[config.mk]
export PLATFORM = sky130hd
export DESIGN_NAME = i2c_bus_arbiter
export DESIGN_NICKNAME = d
export VERILOG_FILES = /design/src/rtl/i2c_bus_arbiter.sv
export SDC_FILE = /design/constraint.sdc
export NUM_CORES = 1
export LEC_CHECK = 0
export ABC_CLOCK_PERIOD_IN_PS = 2750
export BUFFER_PORTS_ARGS = -buffer_cell sky130_fd_sc_hd__clkbuf_2
export CAP_MARGIN = 20
export CORE_MARGIN = 3
export CORE_UTILIZATION = 30
export CTS_CLUSTER_SIZE = 16
export DETAILED_ROUTE_END_ITERATION = 12
export PLACE_DENSITY = 0.61
export SETUP_SLACK_MARGIN = 0.3
export SYNTH_ARGS = -nofsm -noshare
export SYNTH_HDL_FRONTEND = slang
export SYNTH_SLANG_ARGS = --single-unit
export TNS_END_PERCENT = 1
[constraint.sdc]
create_clock -name OSC_50 -period 2.75 [get_ports OSC_50]
set_clock_uncertainty 0.1 [all_clocks]
set_input_delay 0.1375 -clock OSC_50 [delete_from_list [all_inputs] [get_ports OSC_50]]
set_output_delay 0.1375 -clock OSC_50 [all_outputs]
set_load 0.02 [all_outputs]
[src/rtl/i2c_bus_arbiter.sv]
// ---------------------------------------------------------------------------
// i2c_bus_arbiter
// Shares one I2C master between two requesters (A: fan/temperature loop,
// B: power monitor) with round-robin arbitration and one transaction at a time.
//
// Ports
//   OSC_50            system clock, rising edge
//   RESET_N           synchronous active-low reset
//   REQ_A / REQ_B     level transaction requests
//   CMD_A / CMD_B     commands {WR, DEV[6:0], REG[7:0], WDATA[15:0]}
//   GNT_A / GNT_B     requester owns the bus (grant through FINISH)
//   DONE_A / DONE_B   one-cycle completion strobe
//   RDATA, ERR        read data / error of the last completed transaction
//   M_START, M_CMD    start strobe and latched command to the master
//   M_BUSY, M_DONE    master status and completion strobe
//   M_RDATA, M_NACK   master results, valid with M_DONE
//
// Configuration
//   I2C_ARB_WDOG_EN   when defined, a watchdog aborts a transaction after
//                     WDOG_CYCLES cycles with ERR=1 and RDATA=16'hFFFF.
// ---------------------------------------------------------------------------
module i2c_bus_arbiter #(
   parameter int unsigned WDOG_CYCLES = 2500000
) (
   input  logic        OSC_50,
   input  logic        RESET_N,
   input  logic        REQ_A,
   input  logic [31:0] CMD_A,
   input  logic        REQ_B,
   input  logic [31:0] CMD_B,
   output logic        GNT_A,
   output logic        GNT_B,
   output logic        DONE_A,
   output logic        DONE_B,
   output logic [15:0] RDATA,
   output logic        ERR,
   output logic        M_START,
   output logic [31:0] M_CMD,
   input  logic        M_BUSY,
   input  logic        M_DONE,
   input  logic [15:0] M_RDATA,
   input  logic        M_NACK
);

   localparam int unsigned CMD_W  = 32;
   localparam int unsigned DATA_W = 16;

   // The watchdog compare needs at least two cycles of WAIT headroom.
   if (WDOG_CYCLES < 2) begin : g_wdog_range
      $error("WDOG_CYCLES must be at least 2");
   end

   typedef enum logic [1:0] {
      ST_IDLE,
      ST_ISSUE,
      ST_WAIT,
      ST_FINISH
   } state_t;

   state_t              state_q, state_d;
   logic                gnt_a_q, gnt_a_d;
   logic                gnt_b_q, gnt_b_d;
   logic                done_a_q, done_a_d;
   logic                done_b_q, done_b_d;
   logic                m_start_q, m_start_d;
   logic [CMD_W-1:0]    m_cmd_q, m_cmd_d;
   logic [DATA_W-1:0]   rdata_q, rdata_d;
   logic                err_q, err_d;
   logic                last_b_q, last_b_d;   // 1: B won the last arbitration
   logic                pick_b_c;

`ifdef I2C_ARB_WDOG_EN
   localparam int unsigned WDOG_W = (WDOG_CYCLES > 2) ? $clog2(WDOG_CYCLES) : 1;

   logic [WDOG_W-1:0]   wdog_q, wdog_d;
   logic [WDOG_W-1:0]   wdog_inc_c;
`endif

   // Next-state and output decode
   always_comb begin
      state_d   = state_q;
      gnt_a_d   = gnt_a_q;
      gnt_b_d   = gnt_b_q;
      done_a_d  = 1'b0;
      done_b_d  = 1'b0;
      m_start_d = 1'b0;
      m_cmd_d   = m_cmd_q;
      rdata_d   = rdata_q;
      err_d     = err_q;
      last_b_d  = last_b_q;
      // B wins when it is alone, or when both request and A won last time
      pick_b_c  = REQ_B && (!REQ_A || !last_b_q);
`ifdef I2C_ARB_WDOG_EN
      wdog_d     = wdog_q;
      wdog_inc_c = wdog_q + 1'b1;
`endif

      unique case (state_q)
         ST_IDLE: begin
            if (REQ_A || REQ_B) begin
               state_d   = ST_ISSUE;
               gnt_a_d   = !pick_b_c;
               gnt_b_d   = pick_b_c;
               last_b_d  = pick_b_c;
               m_cmd_d   = pick_b_c ? CMD_B : CMD_A;
               m_start_d = !M_BUSY;
            end
         end

         // Stay here until a start has actually been presented to an idle master
         ST_ISSUE: begin
`ifdef I2C_ARB_WDOG_EN
            wdog_d = '0;
`endif
            if (m_start_q) begin
               state_d = ST_WAIT;
            end else begin
               m_start_d = !M_BUSY;
            end
         end

         ST_WAIT: begin
            if (M_DONE) begin
               state_d  = ST_FINISH;
               rdata_d  = M_RDATA;
               err_d    = M_NACK;
               done_a_d = gnt_a_q;
               done_b_d = gnt_b_q;
            end
`ifdef I2C_ARB_WDOG_EN
            else begin
               wdog_d = wdog_inc_c;
               // Abort when the count reaches WDOG_CYCLES-1
               if (wdog_inc_c == WDOG_W'(WDOG_CYCLES - 1)) begin
                  state_d  = ST_FINISH;
                  rdata_d  = 16'hFFFF;
                  err_d    = 1'b1;
                  done_a_d = gnt_a_q;
                  done_b_d = gnt_b_q;
               end
            end
`endif
         end

         ST_FINISH: begin
            state_d = ST_IDLE;
            gnt_a_d = 1'b0;
            gnt_b_d = 1'b0;
         end

         default: begin
            state_d = ST_IDLE;
         end
      endcase
   end

   // State and output registers, synchronous reset
   always_ff @(posedge OSC_50) begin
      if (!RESET_N) begin
         state_q   <= ST_IDLE;
         gnt_a_q   <= 1'b0;
         gnt_b_q   <= 1'b0;
         done_a_q  <= 1'b0;
         done_b_q  <= 1'b0;
         m_start_q <= 1'b0;
         m_cmd_q   <= '0;
         rdata_q   <= '0;
         err_q     <= 1'b0;
         last_b_q  <= 1'b1;
`ifdef I2C_ARB_WDOG_EN
         wdog_q    <= '0;
`endif
      end else begin
         state_q   <= state_d;
         gnt_a_q   <= gnt_a_d;
         gnt_b_q   <= gnt_b_d;
         done_a_q  <= done_a_d;
         done_b_q  <= done_b_d;
         m_start_q <= m_start_d;
         m_cmd_q   <= m_cmd_d;
         rdata_q   <= rdata_d;
         err_q     <= err_d;
         last_b_q  <= last_b_d;
`ifdef I2C_ARB_WDOG_EN
         wdog_q    <= wdog_d;
`endif
      end
   end

   assign GNT_A   = gnt_a_q;
   assign GNT_B   = gnt_b_q;
   assign DONE_A  = done_a_q;
   assign DONE_B  = done_b_q;
   assign RDATA   = rdata_q;
   assign ERR     = err_q;
   assign M_START = m_start_q;
   assign M_CMD   = m_cmd_q;

endmodule

==> results of run 1 <==
## timing repair
action | in CTS | in global routing
hold buffers | 82 | 0
setup buffers | 0 | 0
hold endpoints to repair | 50 | 0
endpoints found under the setup margin | 0 | 17
resized for setup | 0 | 1
## layer usage
metal / vias up / wire length, um
met5: - / 0
met4: 0 / 282
met3: 27 / 510
met2: 121 / 3690
met1: 1247 / 3310
li1: 1431 / -
## power groups by stage
stage / registers (mW) / logic, mW / clock network, mW
CTS: 1.20 / 1.35 / 0.779
floorplan: 1.48 / 0.463 / 0
detailed placement: 1.21 / 1.12 / 0
finish: 1.21 / 1.39 / 0.750
global route: 1.24 / 1.51 / 0.811
global placement: 1.22 / 1.10 / 0
## logic make-up (layout without fill, tap and decap cells)
family / after synthesis / in the layout
AOI/OAI and AO/OA: 92 / 93
and+or+nand+nor: 115 / 115
muxes: 1 / 1
DFF: 57 / 57
buffers and inverters: 25 / 242
adders and majority gates: 5 / 5
## cell type report
cell class | instances | area [um^2] | area share (%)
Inverter | 2 | 7.51 | 0.182
Multi-Input combinational cell | 214 | 1120 | 27.1
Timing Repair Buffer | 224 | 1550 | 37.5
Tap cell | 99 | 124 | 3.00
Sequential cell | 57 | 1140 | 27.6
Clock buffer | 13 | 149 | 3.60
Clock inverter | 3 | 40.0 | 0.969
## placed cells by master, fill, tap and decap left out, types with 2 or more instances in the layout
cell	netlist	final
ha_1	5	5
nand2_1	102	102
dlygate4sd3_1	0	82
nor2_1	2	2
clkbuf_1	7	3
nor3b_1	2	2
o21ai_0	32	32
a21boi_0	19	19
clkbuf_2	0	140
dfxtp_1	57	57
and3_1	3	3
o21ai_1	3	3
nor2b_1	3	3
a31oi_1	32	32
inv_1	2	2
clkinv_2	0	2
clkbuf_8	0	10
## final timing paths
check                                        startpoint                     end  slack [ps]  cells past startpoint
worst max-delay path            state_q[1]$_SDFFE_PN0P_  M_CMD[19]$_SDFFE_PN0P_         500                      7
worst min-delay path                              REQ_B   last_b_q$_SDFFE_PN1P_         140                      3
worst max register to register  state_q[1]$_SDFFE_PN0P_  M_CMD[19]$_SDFFE_PN0P_         500                      7
worst min register to register    RDATA[4]$_SDFFE_PN0P_   RDATA[4]$_SDFFE_PN0P_         370                      2
## cell usage after synthesis, drive strengths merged
| cell type | number |
|---|---|
| a21oi | 1 |
| nor3b | 2 |
| nor2b | 3 |
| dfxtp | 57 |
| o21ai | 35 |
| and2 | 1 |
| nand2 | 102 |
| clkbuf | 7 |
| a21bo | 1 |
| a21boi | 20 |
| nor3 | 1 |
| nor2 | 2 |
| mux2i | 1 |
| o211ai | 1 |
| inv | 2 |
| ha | 5 |
| and3 | 3 |
| o211a | 1 |
| or4 | 1 |
| o21a | 1 |
| a31oi | 32 |
| buf | 16 |
## worst register-to-register path: stages (launching register included)
cell and delay, ps:
dfxtp_1 340, inv_1 100, ha_1 290, o21a_4 280, buf_12 200, o21ai_1 90, a31oi_1 220, dlygate4sd3_1 570
==> flow_summary.yaml, run 1 <==
detailed_routing:
  drtAntennaViolNets: 0
  route.detailed.drc: 0
  vias_per_cell: 4.62
  num_vias: 2826
  drt_iter0_drc: 90
  wire_per_inst_um: 12.7
  drt_pass1_iterations: 4
  finalWirelength_mm: 7.79
setup_path:
  max_stage_delay_ps: 570
  crit_slowest_cell: "dlygate4sd3_1"
  crit_required_ps: 2920
  cp_num_buf_inv: 3
  crit_fanout: 34
  critPathArrivalTime_ps: 2410
  crit_type: "reg -> reg"
  start_kind: "flop"
  crit_path_end_kind: "flop"
  path_cells: "inv_1 -> ha_1 -> o21a_4 -> buf_12 -> o21ai_1 -> a31oi_1 -> dlygate4sd3_1"
  crit_family: "buffers and inverters"
finish:
  nets: 600
  drive_gt1_share_pct: 31.0
  final_cells: 612
  fill_cells: 700
  diodes: 0
  syn2layout_area_growth_pct: 74.6
  utilization_pct: 55.5
  finalInstanceArea_um2: 4130
  largest_reg_flops: 32
timing:
  fin_setup_tns_ps: 0
  layout_setup_ws_ps: 505
  max_freq_mhz: 445
  worstMarginPinSlew_ps: 982
  slew_headroom_pct: 34.6
  drv_slew: 0
  fin_crit_sh_pct: 81.6
  setup-violations-final: 0
  finalHoldViolCount: 0
  fin_hold_ws_ps: 136
  period_needed_ps: 2250
  rsz0062_at_grt: "no"
clock_tree:
  h-tree-depth: 3
  clk_latency_ps: 320
  tritoncts: "done"
  path_clk_slew_ps: 60
  cts_buffers: 9
  cts_sinks: 57
  cts_root_buffer: "clkbuf_8"
  clockBufferDepth: 2
pwr:
  p_leak_nw: 1.96
  p_per_area_nw_per_um2: 810
  p_clk_share_pct: 22.4
  internal-power_mw: 2.12
  combPwrFrac_pct: 41.4
  finalPower_mw: 3.35
  ir_drop_v: 0.000423
  pwr-share-seq_pct: 36.2
  p_sw_share_pct: 36.7
  switching_power_mw: 1.23
run_status:
  status: "finished clean"
yosys:
  synth-xor-area-share_pct: 0
  synth_seq_cells: 57
  synth_area_leaders: "dfxtp_1, nand2_1, a31oi_1"
  synth_nets: 387
  synth_compound_area_share_pct: 24.1
  ys_types: 25
  yosysSeqAreaShare_pct: 48.2
  synth_top_family_by_area: "compound AO/OA/AOI/OAI gates"
  muxShareOfSynthArea_pct: 0.423
  synth-simple-area-share_pct: 19.5
  yosysWarnings: 0
  yosys.area.top_type: "dfxtp_1"
  netlist_instances: 295
  synthAdderAreaFrac_pct: 2.64
  syn_avg_cell_area_um2: 8.02
  netlist_area_um2: 2370
  synth_top_area_share_pct: 48.2
floorplan:
  rows: 31
  start_util_pct: 31.8
  die_w_um: 94.8
  fp.dieArea_um2: 8990
  core_area_um2: 7450
  die_y_um: 94.8
  pin_count: 141
grt:
  grt_usage_pct: 17.1
  antenna_found_initial: 0
  met1_usage_pct: 19.5
  grtUsageMet3_pct: 2.71
  grt_max_degree: 59
  grt_pass1_wl_mm: 12.2
  grt_overflow: 0
  global_route.peak_usage_layer: "met2"
  grt_use_met2_pct: 29.7
  grt_pass1_vias: 2766
hold_path:
  hold_class: "in -> reg"
place:
  dpl-instance-area_um2: 3110
  port_buffers: 140
  dpl.hpwl_mm: 4.59
  dp_cells: 513
  place_congestion: 0.797
  place_ws_ps: 847
flow_run:
  max_cap_violations: 0
No activity file was read; power rests on OpenSTA's default activity.
==> run 2, diff against run 1 <==
--- a/config.mk
+++ b/config.mk
@@ -5,7 +5,7 @@
 export SDC_FILE = /design/constraint.sdc
 export NUM_CORES = 1
 export LEC_CHECK = 0
-export ABC_CLOCK_PERIOD_IN_PS = 2750
+export ABC_CLOCK_PERIOD_IN_PS = 2200
 export BUFFER_PORTS_ARGS = -buffer_cell sky130_fd_sc_hd__clkbuf_2
 export CAP_MARGIN = 20
 export CORE_MARGIN = 3
==> constraint.sdc (replaced) <==
create_clock -name OSC_50 -period 2.2 [get_ports OSC_50]
set_clock_uncertainty 0.1 [all_clocks]
set_input_delay 0.11 -clock OSC_50 [delete_from_list [all_inputs] [get_ports OSC_50]]
set_output_delay 0.11 -clock OSC_50 [all_outputs]
set_load 0.02 [all_outputs]
==> run 2 against run 1 <==
  * Sequential power increased by 24%
  * Global-route usage increased by 0.30 points
  * Register-to-register slack got worse by 60 ps
  * Die area unchanged
  * Critical path depth decreased by 2
  * Via count unchanged
  * Sequential share of layout area decreased by 0.058 points
  * Core utilization increased by 0.12 points
  * Total power increased by 19%
  * Largest cell class unchanged
==> flow_summary.yaml, run 2 (synthesized netlist as in run 1, its figures left out) <==
clock_tree:
  cts_sinks: 57
  cts_resized: 0
  tritoncts: "done"
  path_clk_slew_ps: 60
  hold_buffers: 82
  cts_buffers: 9
  cts_root_buffer: "clkbuf_8"
  h-tree-depth: 3
  clockBufferDepth: 2
  clk_latency_ps: 320
  post_cts_buffers: 0
grt:
  grt_overflow: 0
  grt_max_degree: 54
  grt_pass1_wl_mm: 12.4
  antenna_found_initial: 0
  grt_usage_pct: 17.4
  grt_pass1_vias: 2807
finish:
  final_common_cell: "clkbuf_2"
  largest_reg_flops: 32
  utilization_pct: 55.6
  fill_cells: 669
  drive_gt1_share_pct: 31.7
  final_cell_mix: "clkbuf_2, nand2_1, dlygate4sd3_1, dfxtp_1"
  nets: 603
  multi_input_area_um2: 1100
  regArea_um2: 1140
  diodes: 0
  syn2layout_area_growth_pct: 74.9
hold_path:
  whs_path_depth: 3
  hold_start: "REQ_B"
  whs_endpoint: "last_b_q$_SDFFE_PN1P_"
  hold_class: "in -> reg"
timing:
  setup-violations-final: 0
  finalHoldViolCount: 0
  fin_crit_sh_pct: 79.9
  rsz0062_at_grt: "no"
  period_needed_ps: 1760
  worstMarginPinSlew_ps: 920
  max_freq_mhz: 569
  slew_headroom_pct: 38.7
  fin_setup_tns_ps: 0
  drv_slew: 0
floorplan:
  pin_count: 141
  fp.dieArea_um2: 8990
  die_y_um: 94.8
  start_util_pct: 31.8
  die_w_um: 94.8
  core_area_um2: 7450
  rows: 31
setup_path:
  r2r_end: "state_q[0]$_SDFFE_PN0P_"
  crit_family: "simple AND/OR/NAND/NOR gates"
  crit_slowest_cell: "or4_1"
  cp_num_buf_inv: 1
  crit_path_end_kind: "flop"
  max_stage_delay_ps: 480
  r2r_start: "state_q[0]$_SDFFE_PN0P_"
  reg2reg_setup_slack_ps: 440
  start_kind: "flop"
  rr_worst_depth: 5
  crit_type: "reg -> reg"
  path_cells: "inv_1 -> ha_1 -> nor3b_1 -> or4_1 -> o211a_1"
  crit_required_ps: 2310
  crit_start: "state_q[0]$_SDFFE_PN0P_"
  critPathArrivalTime_ps: 1870
  crit_fanout: 6
detailed_routing:
  route.detailed.drc: 0
  finalWirelength_mm: 7.89
  drtAntennaViolNets: 0
  drt_pass1_iterations: 4
  vias_per_cell: 4.60
  drt_iter0_drc: 78
  num_vias: 2826
  wire_per_inst_um: 12.8
run_status:
  status: "finished clean"
place:
  place_congestion: 0.757
  dpl.hpwl_mm: 4.55
  port_buffers: 140
pwr:
  ir_drop_v: 0.000515
  p_leak_nw: 1.94
  finalPower_mw: 3.98
  p_per_area_nw_per_um2: 961
flow_run:
  max_cap_violations: 0
run 2: worst max-delay path by stage:
stage | depth (start not counted) | slack [ps] | to
final | 5 | 440 | state_q[0]$_SDFFE_PN0P_
after global routing | 5 | 350 | RDATA[13]$_SDFFE_PN0P_
after CTS | 5 | 440 | state_q[0]$_SDFFE_PN0P_
after global placement | 5 | 520 | state_q[0]$_SDFFE_PN0P_
after detailed placement | 5 | 460 | state_q[0]$_SDFFE_PN0P_
after floorplan | 5 | 580 | state_q[0]$_SDFFE_PN0P_
run 2: power breakdown:
| part | leakage [nW] | internal, mW | switching [mW] |
|---|---|---|---|
| sequential | 0.469 | 1.34 | 0.161 |
| clock | 0.102 | 0.575 | 0.389 |
| combinational | 1.36 | 0.580 | 0.935 |
run 2: per-stage QoR:
stage / std cells / setup slack [ps] / area, um^2 / hold WS (ps)
floorplan: 295 / 578 / 2370 / 86.1
global placement: 517 / 521 / 3120 / 179
detailed placement: 517 / 459 / 3120 / 190
CTS: 614 / 444 / 4140 / 44.1
global route: 614 / 351 / 4140 / 68.6
finish: 614 / 443 / 4140 / 64.4
run 2: routing by layer:
layer	routed length (um)	global-route usage, %
met1	3300	19.5
met3	485	3.51
met2	3910	31.5
met5	0	0
met4	183	8.17
run 2: final cells by class:
class | instances | share of cell area (%)
multi-input cells | 213 | 26.7
repair buffers | 228 | 37.8
inverters | 2 | 0.181
clock buffers | 12 | 3.75
clock inverters | 3 | 0.967
flip-flops and latches | 57 | 27.6
well taps | 99 | 2.99
run 2: tightest hold or removal path, cell delays in order:
cell      delay (ps)
clkbuf_2         120
a21oi_1          120
o21ai_0           70
